## src/rtl/mips_alu.sv

```systemverilog
// mips_alu: 32-bit MIPS integer ALU for the execute stage, with HI/LO next-value logic.
// Latency: all results are combinational (zero cycles); only OverflowSticky is registered.
// Backpressure: none; no handshake, outputs follow the inputs every cycle.
//
// Ports:
//   CLK, RESET        clock (rising edge) and asynchronous active-low reset
//   A, B              operands (rs, rt/immediate); shiftAmount is the immediate shamt
//   ALU_control       6-bit operation select
//   HI_IN, LO_IN      current HI/LO; HI_OUT, LO_OUT propose the next HI/LO
//   aluResult         main result; Overflow flags signed ADD/SUB overflow
//   OverflowSticky    set by any Overflow on a clock edge, cleared only by reset
//
// Build option: define MULDIV_EN to implement MULT/MULTU/DIV/DIVU. Without it those
// four codes give aluResult=0 and pass HI/LO through; MFHI/MFLO/MTHI/MTLO stay.
module mips_alu (
  input  logic        CLK,
  input  logic        RESET,
  input  logic [31:0] A,
  input  logic [31:0] B,
  input  logic [5:0]  ALU_control,
  input  logic [4:0]  shiftAmount,
  input  logic [31:0] HI_IN,
  input  logic [31:0] LO_IN,
  output logic [31:0] aluResult,
  output logic [31:0] HI_OUT,
  output logic [31:0] LO_OUT,
  output logic        Overflow,
  output logic        OverflowSticky
);

  localparam logic [5:0] OP_SLL   = 6'b000000;
  localparam logic [5:0] OP_SRL   = 6'b000010;
  localparam logic [5:0] OP_SRA   = 6'b000011;
  localparam logic [5:0] OP_SLLV  = 6'b000100;
  localparam logic [5:0] OP_SRLV  = 6'b000110;
  localparam logic [5:0] OP_SRAV  = 6'b000111;
  localparam logic [5:0] OP_LUI   = 6'b001111;
  localparam logic [5:0] OP_MFHI  = 6'b010000;
  localparam logic [5:0] OP_MTHI  = 6'b010001;
  localparam logic [5:0] OP_MFLO  = 6'b010010;
  localparam logic [5:0] OP_MTLO  = 6'b010011;
  localparam logic [5:0] OP_MULT  = 6'b011000;
  localparam logic [5:0] OP_MULTU = 6'b011001;
  localparam logic [5:0] OP_DIV   = 6'b011010;
  localparam logic [5:0] OP_DIVU  = 6'b011011;
  localparam logic [5:0] OP_ADD   = 6'b100000;
  localparam logic [5:0] OP_ADDU  = 6'b100001;
  localparam logic [5:0] OP_SUB   = 6'b100010;
  localparam logic [5:0] OP_SUBU  = 6'b100011;
  localparam logic [5:0] OP_AND   = 6'b100100;
  localparam logic [5:0] OP_OR    = 6'b100101;
  localparam logic [5:0] OP_XOR   = 6'b100110;
  localparam logic [5:0] OP_NOR   = 6'b100111;
  localparam logic [5:0] OP_SLT   = 6'b101010;
  localparam logic [5:0] OP_SLTU  = 6'b101011;
  localparam logic [5:0] OP_PASSB = 6'b111111;

  logic [31:0] sum;
  logic [31:0] diff;
  logic        add_ovf;
  logic        sub_ovf;
  logic [4:0]  var_sh;

  assign sum    = A + B;
  assign diff   = A - B;
  // Signed overflow: operand signs agree (add) / disagree (sub) and the result sign flips away from A.
  assign add_ovf = (A[31] == B[31]) && (sum[31] != A[31]);
  assign sub_ovf = (A[31] != B[31]) && (diff[31] != A[31]);
  assign var_sh  = A[4:0];

`ifdef MULDIV_EN
  logic [63:0] prod_s;
  logic [63:0] prod_u;
  logic [31:0] a_mag;
  logic [31:0] b_mag;
  logic [31:0] b_safe;
  logic [31:0] bm_safe;
  logic [31:0] qu;
  logic [31:0] ru;
  logic [31:0] qm;
  logic [31:0] rm;
  logic [31:0] qs;
  logic [31:0] rs;

  // Low 64 bits of the product of sign-extended operands equal the signed 64-bit product.
  assign prod_s = {{32{A[31]}}, A} * {{32{B[31]}}, B};
  assign prod_u = {32'd0, A} * {32'd0, B};

  // Divisors forced non-zero so the dividers never see zero; the result is discarded then.
  assign b_safe  = (B == 32'd0) ? 32'd1 : B;
  assign qu      = A / b_safe;
  assign ru      = A % b_safe;

  // Signed divide on magnitudes. 0x80000000 has magnitude 0x80000000 as unsigned, so
  // 0x80000000 / -1 yields quotient 0x80000000 and remainder 0 without special casing.
  assign a_mag   = A[31] ? (~A + 32'd1) : A;
  assign b_mag   = B[31] ? (~B + 32'd1) : B;
  assign bm_safe = (b_mag == 32'd0) ? 32'd1 : b_mag;
  assign qm      = a_mag / bm_safe;
  assign rm      = a_mag % bm_safe;
  assign qs      = (A[31] ^ B[31]) ? (~qm + 32'd1) : qm;
  assign rs      = A[31] ? (~rm + 32'd1) : rm;
`endif

  always_comb begin
    // Undefined codes fall through to A+B for the load/store address path.
    aluResult = sum;
    HI_OUT    = HI_IN;
    LO_OUT    = LO_IN;
    Overflow  = 1'b0;
    case (ALU_control)
      OP_ADD:   begin aluResult = sum;  Overflow = add_ovf; end
      OP_ADDU:  aluResult = sum;
      OP_SUB:   begin aluResult = diff; Overflow = sub_ovf; end
      OP_SUBU:  aluResult = diff;
      OP_AND:   aluResult = A & B;
      OP_OR:    aluResult = A | B;
      OP_XOR:   aluResult = A ^ B;
      OP_NOR:   aluResult = ~(A | B);
      OP_SLT:   aluResult = {31'd0, $signed(A) < $signed(B)};
      OP_SLTU:  aluResult = {31'd0, A < B};
      OP_SLL:   aluResult = B << shiftAmount;
      OP_SRL:   aluResult = B >> shiftAmount;
      OP_SRA:   aluResult = $unsigned($signed(B) >>> shiftAmount);
      OP_SLLV:  aluResult = B << var_sh;
      OP_SRLV:  aluResult = B >> var_sh;
      OP_SRAV:  aluResult = $unsigned($signed(B) >>> var_sh);
      OP_LUI:   aluResult = {B[15:0], 16'h0000};
      OP_PASSB: aluResult = B;
      OP_MFHI:  aluResult = HI_IN;
      OP_MFLO:  aluResult = LO_IN;
      OP_MTHI:  begin aluResult = 32'd0; HI_OUT = A; end
      OP_MTLO:  begin aluResult = 32'd0; LO_OUT = A; end
      OP_MULT: begin
        aluResult = 32'd0;
`ifdef MULDIV_EN
        {HI_OUT, LO_OUT} = prod_s;
`endif
      end
      OP_MULTU: begin
        aluResult = 32'd0;
`ifdef MULDIV_EN
        {HI_OUT, LO_OUT} = prod_u;
`endif
      end
      OP_DIV: begin
        aluResult = 32'd0;
`ifdef MULDIV_EN
        if (B != 32'd0) begin
          LO_OUT = qs;
          HI_OUT = rs;
        end
`endif
      end
      OP_DIVU: begin
        aluResult = 32'd0;
`ifdef MULDIV_EN
        if (B != 32'd0) begin
          LO_OUT = qu;
          HI_OUT = ru;
        end
`endif
      end
      default: ;
    endcase
  end

  always_ff @(posedge CLK or negedge RESET) begin
    if (!RESET) begin
      OverflowSticky <= 1'b0;
    end else if (Overflow) begin
      OverflowSticky <= 1'b1;
    end
  end

endmodule

```

## config.mk

```make
export PLATFORM = sky130hd
export DESIGN_NAME = mips_alu
export DESIGN_NICKNAME = d
export VERILOG_FILES = /design/src/rtl/mips_alu.sv
export SDC_FILE = /design/constraint.sdc
export NUM_CORES = 1
export LEC_CHECK = 0
export CAP_MARGIN = 20
export CORE_UTILIZATION = 40
export CTS_CLUSTER_DIAMETER = 150
export DETAILED_ROUTE_END_ITERATION = 7
export MAX_ROUTING_LAYER = met4
export SLEW_MARGIN = 20
export SYNTH_ARGS = -nofsm -noshare
export SYNTH_HDL_FRONTEND = slang
export SYNTH_SLANG_ARGS = --single-unit
```

## constraint.sdc

```tcl
create_clock -name CLK -period 9.35 [get_ports CLK]
set_input_delay 2.805 -clock CLK [delete_from_list [all_inputs] [get_ports CLK]]
set_output_delay 2.805 -clock CLK [all_outputs]
set_load 0.01 [all_outputs]
```

Word level (Yosys, flattened, before mapping)
Index checks and enable logic that the tools add are counted. Widths: inputs -> output; s select.

Input bits: 141. Bits in registers: 1. Logic and storage cells: 52.

Shift-type cells: 6. Eq/ne operators: 28. Bitwise operators: 4. Add/sub/neg operators: 2. $lt $le $gt $ge: 2. Reductions and logical operators: 5. Mux-type cells: 4.

Operators by type and width (number): $pmux 32 s18 (1); $lt 32x32->1 (2); $mux 32 (2); $shl 32x5->32 (2); $shr 32x5->32 (2); $sshr 32x5->32 (2); $eq 6x6->1 const B (10); $eq 6x5->1 const B (8); $add 32x32->32 (1); $and 32x32->32 (1); $not 32->32 (1); $or 32x32->32 (1); $sub 32x32->32 (1); $xor 32x32->32 (1); $eq 6x3->1 const B (3); $eq 6x2->1 const B (2); $eq 6x4->1 const B (1); $logic_not 6->1 (1); $reduce_or 6->1 (1); $ne 1x1->1 (3); $logic_and 1x1->1 (2); $pmux 1 s2 (1); $reduce_or 2->1 (1); $eq 1x1->1 (1).

Depth between registers and ports, before layout
Depth after elaboration: 4. Depth in mapped cells: 13.

Least setup slack after synthesis
OpenSTA, ideal clock, no wires.

Path kind: input-to-output. Start: in B[5]. End: out aluResult[31]. Data required time: 6.545 ns. Setup slack: 0.731 ns. Path buffers: 2. Cell stages on the path: 13. Arrival: 5.814 ns. Path through: clkbuf_1 > inv_1 > ha_1 > buf_2 > or3b_2 > o2111ai_1 > a2111oi_0 > o31ai_1 > nand4b_1 > a311oi_1 > or2_2 > a221oi_1 > nor3_1.

Cells in the longest elaborated chain, start to end: 2. Elaborated cells between the ends (all ways): 9. Classes of those cells: 2 x add/sub; 6 x shift; 1 x mux.

RTL lines: start, declared (line 19) `input logic [31:0] B,`; $add 32x32->32, or another cell as far along (line 64) `assign sum = A + B;`; $pmux 32 s18 * (line 111) `case (ALU_control)`; end, declared (line 24) `output logic [31:0] aluResult,`.

Mark *: on every way between the ends. The rest lies on a longest branch, timed or not.

Worst setup path in the final report
Start: in B[0]. End: out aluResult[18].

The elaborated chain is that of the path after synthesis.

==> results.py <==
metrics = {
    "run_status": {
        "outcome": "complete, but fails checks",
        "violations": "setup timing",
    },
    "placement": {
        "place_congestion": 1.18,
        "dp.cells": 2862,
        "dp_hpwl_mm": 71.1,
        "dpl_cell_area_mm2": 0.0192,
        "io_buffers": 238,
    },
    "yosys": {
        "synth_nets": 2062,
        "yosysSeqAreaShare_pct": 0.201,
        "synth_edf_count": 0,
        "ys_ff_latch": 1,
        "syn_inst": 1823,
        "synth.distinct_cells": 76,
        "async_flop_share_pct": 100,
        "synthFlopType": "dfrtp_1",
        "syn_avg_cell_area_um2": 6.81,
        "yosysWarnings": 0,
        "synth_area_mm2": 0.0124,
    },
    "worst_hold_path": {
        "worstHoldStart": "OverflowSticky$_DFFE_PN0P_",
        "hold_class": "register to register",
    },
    "floorplan": {
        "rows": 64,
        "die_w_um": 178,
        "die_y_um": 178,
        "core_mm2": 0.0306,
        "die_area_mm2": 0.0318,
        "io_pins": 239,
        "start_util_pct": 40.6,
    },
    "setup_path": {
        "worst_path_max_delay_cell": "o41a_1",
        "crit_top_cell": "buf_4",
        "r2r_start": "OverflowSticky$_DFFE_PN0P_",
        "worstPathMaxFanout": 4,
        "cp.arrival_ns": 6.57,
        "cp.required_ns": 6.55,
        "cpPeakStageDelay_ns": 0.41,
        "endpoint_kind": "output port",
        "cp-startpoint": "B[0]",
        "cp-start-kind": "input pin",
        "crit_chain": "clkdlybuf4s50_1 -> buf_4 -> ha_2 -> fa_2 -> a211oi_2 -> buf_4 -> o211ai_1 -> buf_4 -> a21oi_2 -> o22ai_1 -> a22o_1 -> o41a_1 -> o22ai_2 -> o2bb2ai_4 -> buf_4 -> nand4_1 -> buf_2",
        "crit_type": "input pin to output port",
    },
    "global_routing": {
        "grt_pass1_vias": 18900,
        "grt_pass1_wl_mm": 127,
        "antenna_found_initial": 3,
        "grt_use_total_pct": 56.4,
        "grt_overflow": 0,
        "grt_max_degree": 43,
    },
    "sta": {
        "setup_violations": 1,
        "slew_headroom_pct": 38.1,
        "min_period_over_period_pct": 100,
        "fmax_ghz": 0.107,
        "rsz0062_at_grt": "true",
        "finalHoldViolations": 0,
        "hold_slack_ns": 0.484,
        "skew_ns": 0,
        "fin_ws_ns": -0.0284,
        "fin_crit_ns": 9.38,
        "slew_violations": 0,
        "tightestPinTransition_ns": 0.925,
    },
    "route": {
        "drt_wl_total_mm": 89.4,
        "drc": 0,
        "first_pass_iters": 8,
        "post_drt_wl_per_cell_um": 30.9,
        "vias": 20200,
        "drt-initial-drc-count": 3607,
        "viasPerCell": 6.96,
        "antenna_left": 0,
    },
    "finish": {
        "area_growth_pct": 62.6,
        "fin_util_pct": 66.0,
        "top_regs": "OverflowSticky x1",
        "fin_cells": 2897,
        "drive_above_1_share_pct": 34.1,
        "fin_nets": 2739,
        "num-fill-cells": 2690,
        "largest_register_ffs": 1,
        "stdcell_area_mm2": 0.0202,
        "largest-register": "OverflowSticky",
    },
    "clocking": {
        "clk_pin_slew_worst_paths_ns": 0,
        "cts_hold_buffers": 0,
        "insertion_delay_ns": 0,
    },
    "flow_run": {
        "maxCapViolCount": 0,
    },
}
synthesized netlist by cell type, drive strengths merged (45+ instances only):
cell type	number	area share (%)
ha	96	9.7
o21ai	126	5.2
buf	48	1.9
a22oi	52	3.1
mux2	45	4.1
nor2	157	4.9
clkbuf	127	3.8
nand3	67	2.7
inv	91	2.7
mux2i	140	11
nand2	170	5.1
a21oi	160	6.5
worst paths after layout:
| path | endpoint | slack [ns] | cells past startpoint |
|---|---|---|---|
| setup / recovery | aluResult[18] | -0.03 | 17 |
| hold / removal | OverflowSticky$_DFFE_PN0P_ | 0.48 | 1 |
| setup reg to reg | OverflowSticky$_DFFE_PN0P_ | 8.65 | 1 |
| hold reg to reg | OverflowSticky$_DFFE_PN0P_ | 0.48 | 1 |
| max in group asynchronous | OverflowSticky$_DFFE_PN0P_ | 6.30 | 1 |
| min in group asynchronous | OverflowSticky$_DFFE_PN0P_ | 2.95 | 1 |
stage by stage:
step / TNS (ns) / setup WS (ns)
finish: -0.0284 / -0.0284
global route: -0.0109 / -0.0109
CTS: -0.0322 / -0.0252
detailed placement: -13.59 / -0.737
global placement: -13.14 / -0.724
floorplan: 0 / 0.731
worst max-delay path, delay by kind of cell:
kind | cells | cell delay [ns]
compound gates | 8 | 1.81
simple gates | 1 | 0.11
fa+ha+maj | 2 | 0.56
buf+inv | 6 | 1.26
layer usage:
metal | global-route usage, % | vias up | part of all wire (%)
met3 | 21.2 | 535 | 16
met2 | 76.5 | 1977 | 39
li1 | - | 8380 | -
met1 | 67.0 | 9279 | 35
met4 | 41.7 | 0 | 9.8
met5 | - | - | 0
placed cells by master (no fill, tap or decap), drive strengths merged, types with 33 or more instances in the layout:
cell	instances
buf	614
clkdlybuf4s50	198
nand2	170
a21oi	160
nor2	157
mux2i	140
o21ai	126
ha	96
inv	91
nand3	67
a22oi	52
mux2	45
mux4	43
nor3	40
a221oi	33
cell type report:
| type | count | area (um2) | share of cell area, % |
|---|---|---|---|
| Antenna cell | 3 | 7.51 | 0.0372 |
| Multi-Input combinational cell | 1556 | 12100 | 59.8 |
| Sequential cell | 1 | 25.0 | 0.124 |
| Timing Repair Buffer | 850 | 7250 | 35.9 |
| Tap cell | 396 | 495 | 2.45 |
| Inverter | 91 | 342 | 1.69 |
logic make-up after synthesis:
group / Yosys count / synth area share, %
multiplexers: 228 / 23.2
flip-flops: 1 / 0.201
AO/OA/AOI/OAI: 672 / 36.8
buffers and inverters: 266 / 8.51
XOR/XNOR: 17 / 1.20
adder cells (fa/ha/maj): 98 / 9.99
AND/OR/NAND/NOR: 541 / 20.1
what timing repair did:
item / CTS / global route
setup buffers: 24 / 7
resized for setup: 161 / 63
cloned: 1 / 0
endpoints found under the setup margin: 33 / 30
pin swaps: 26 / 14
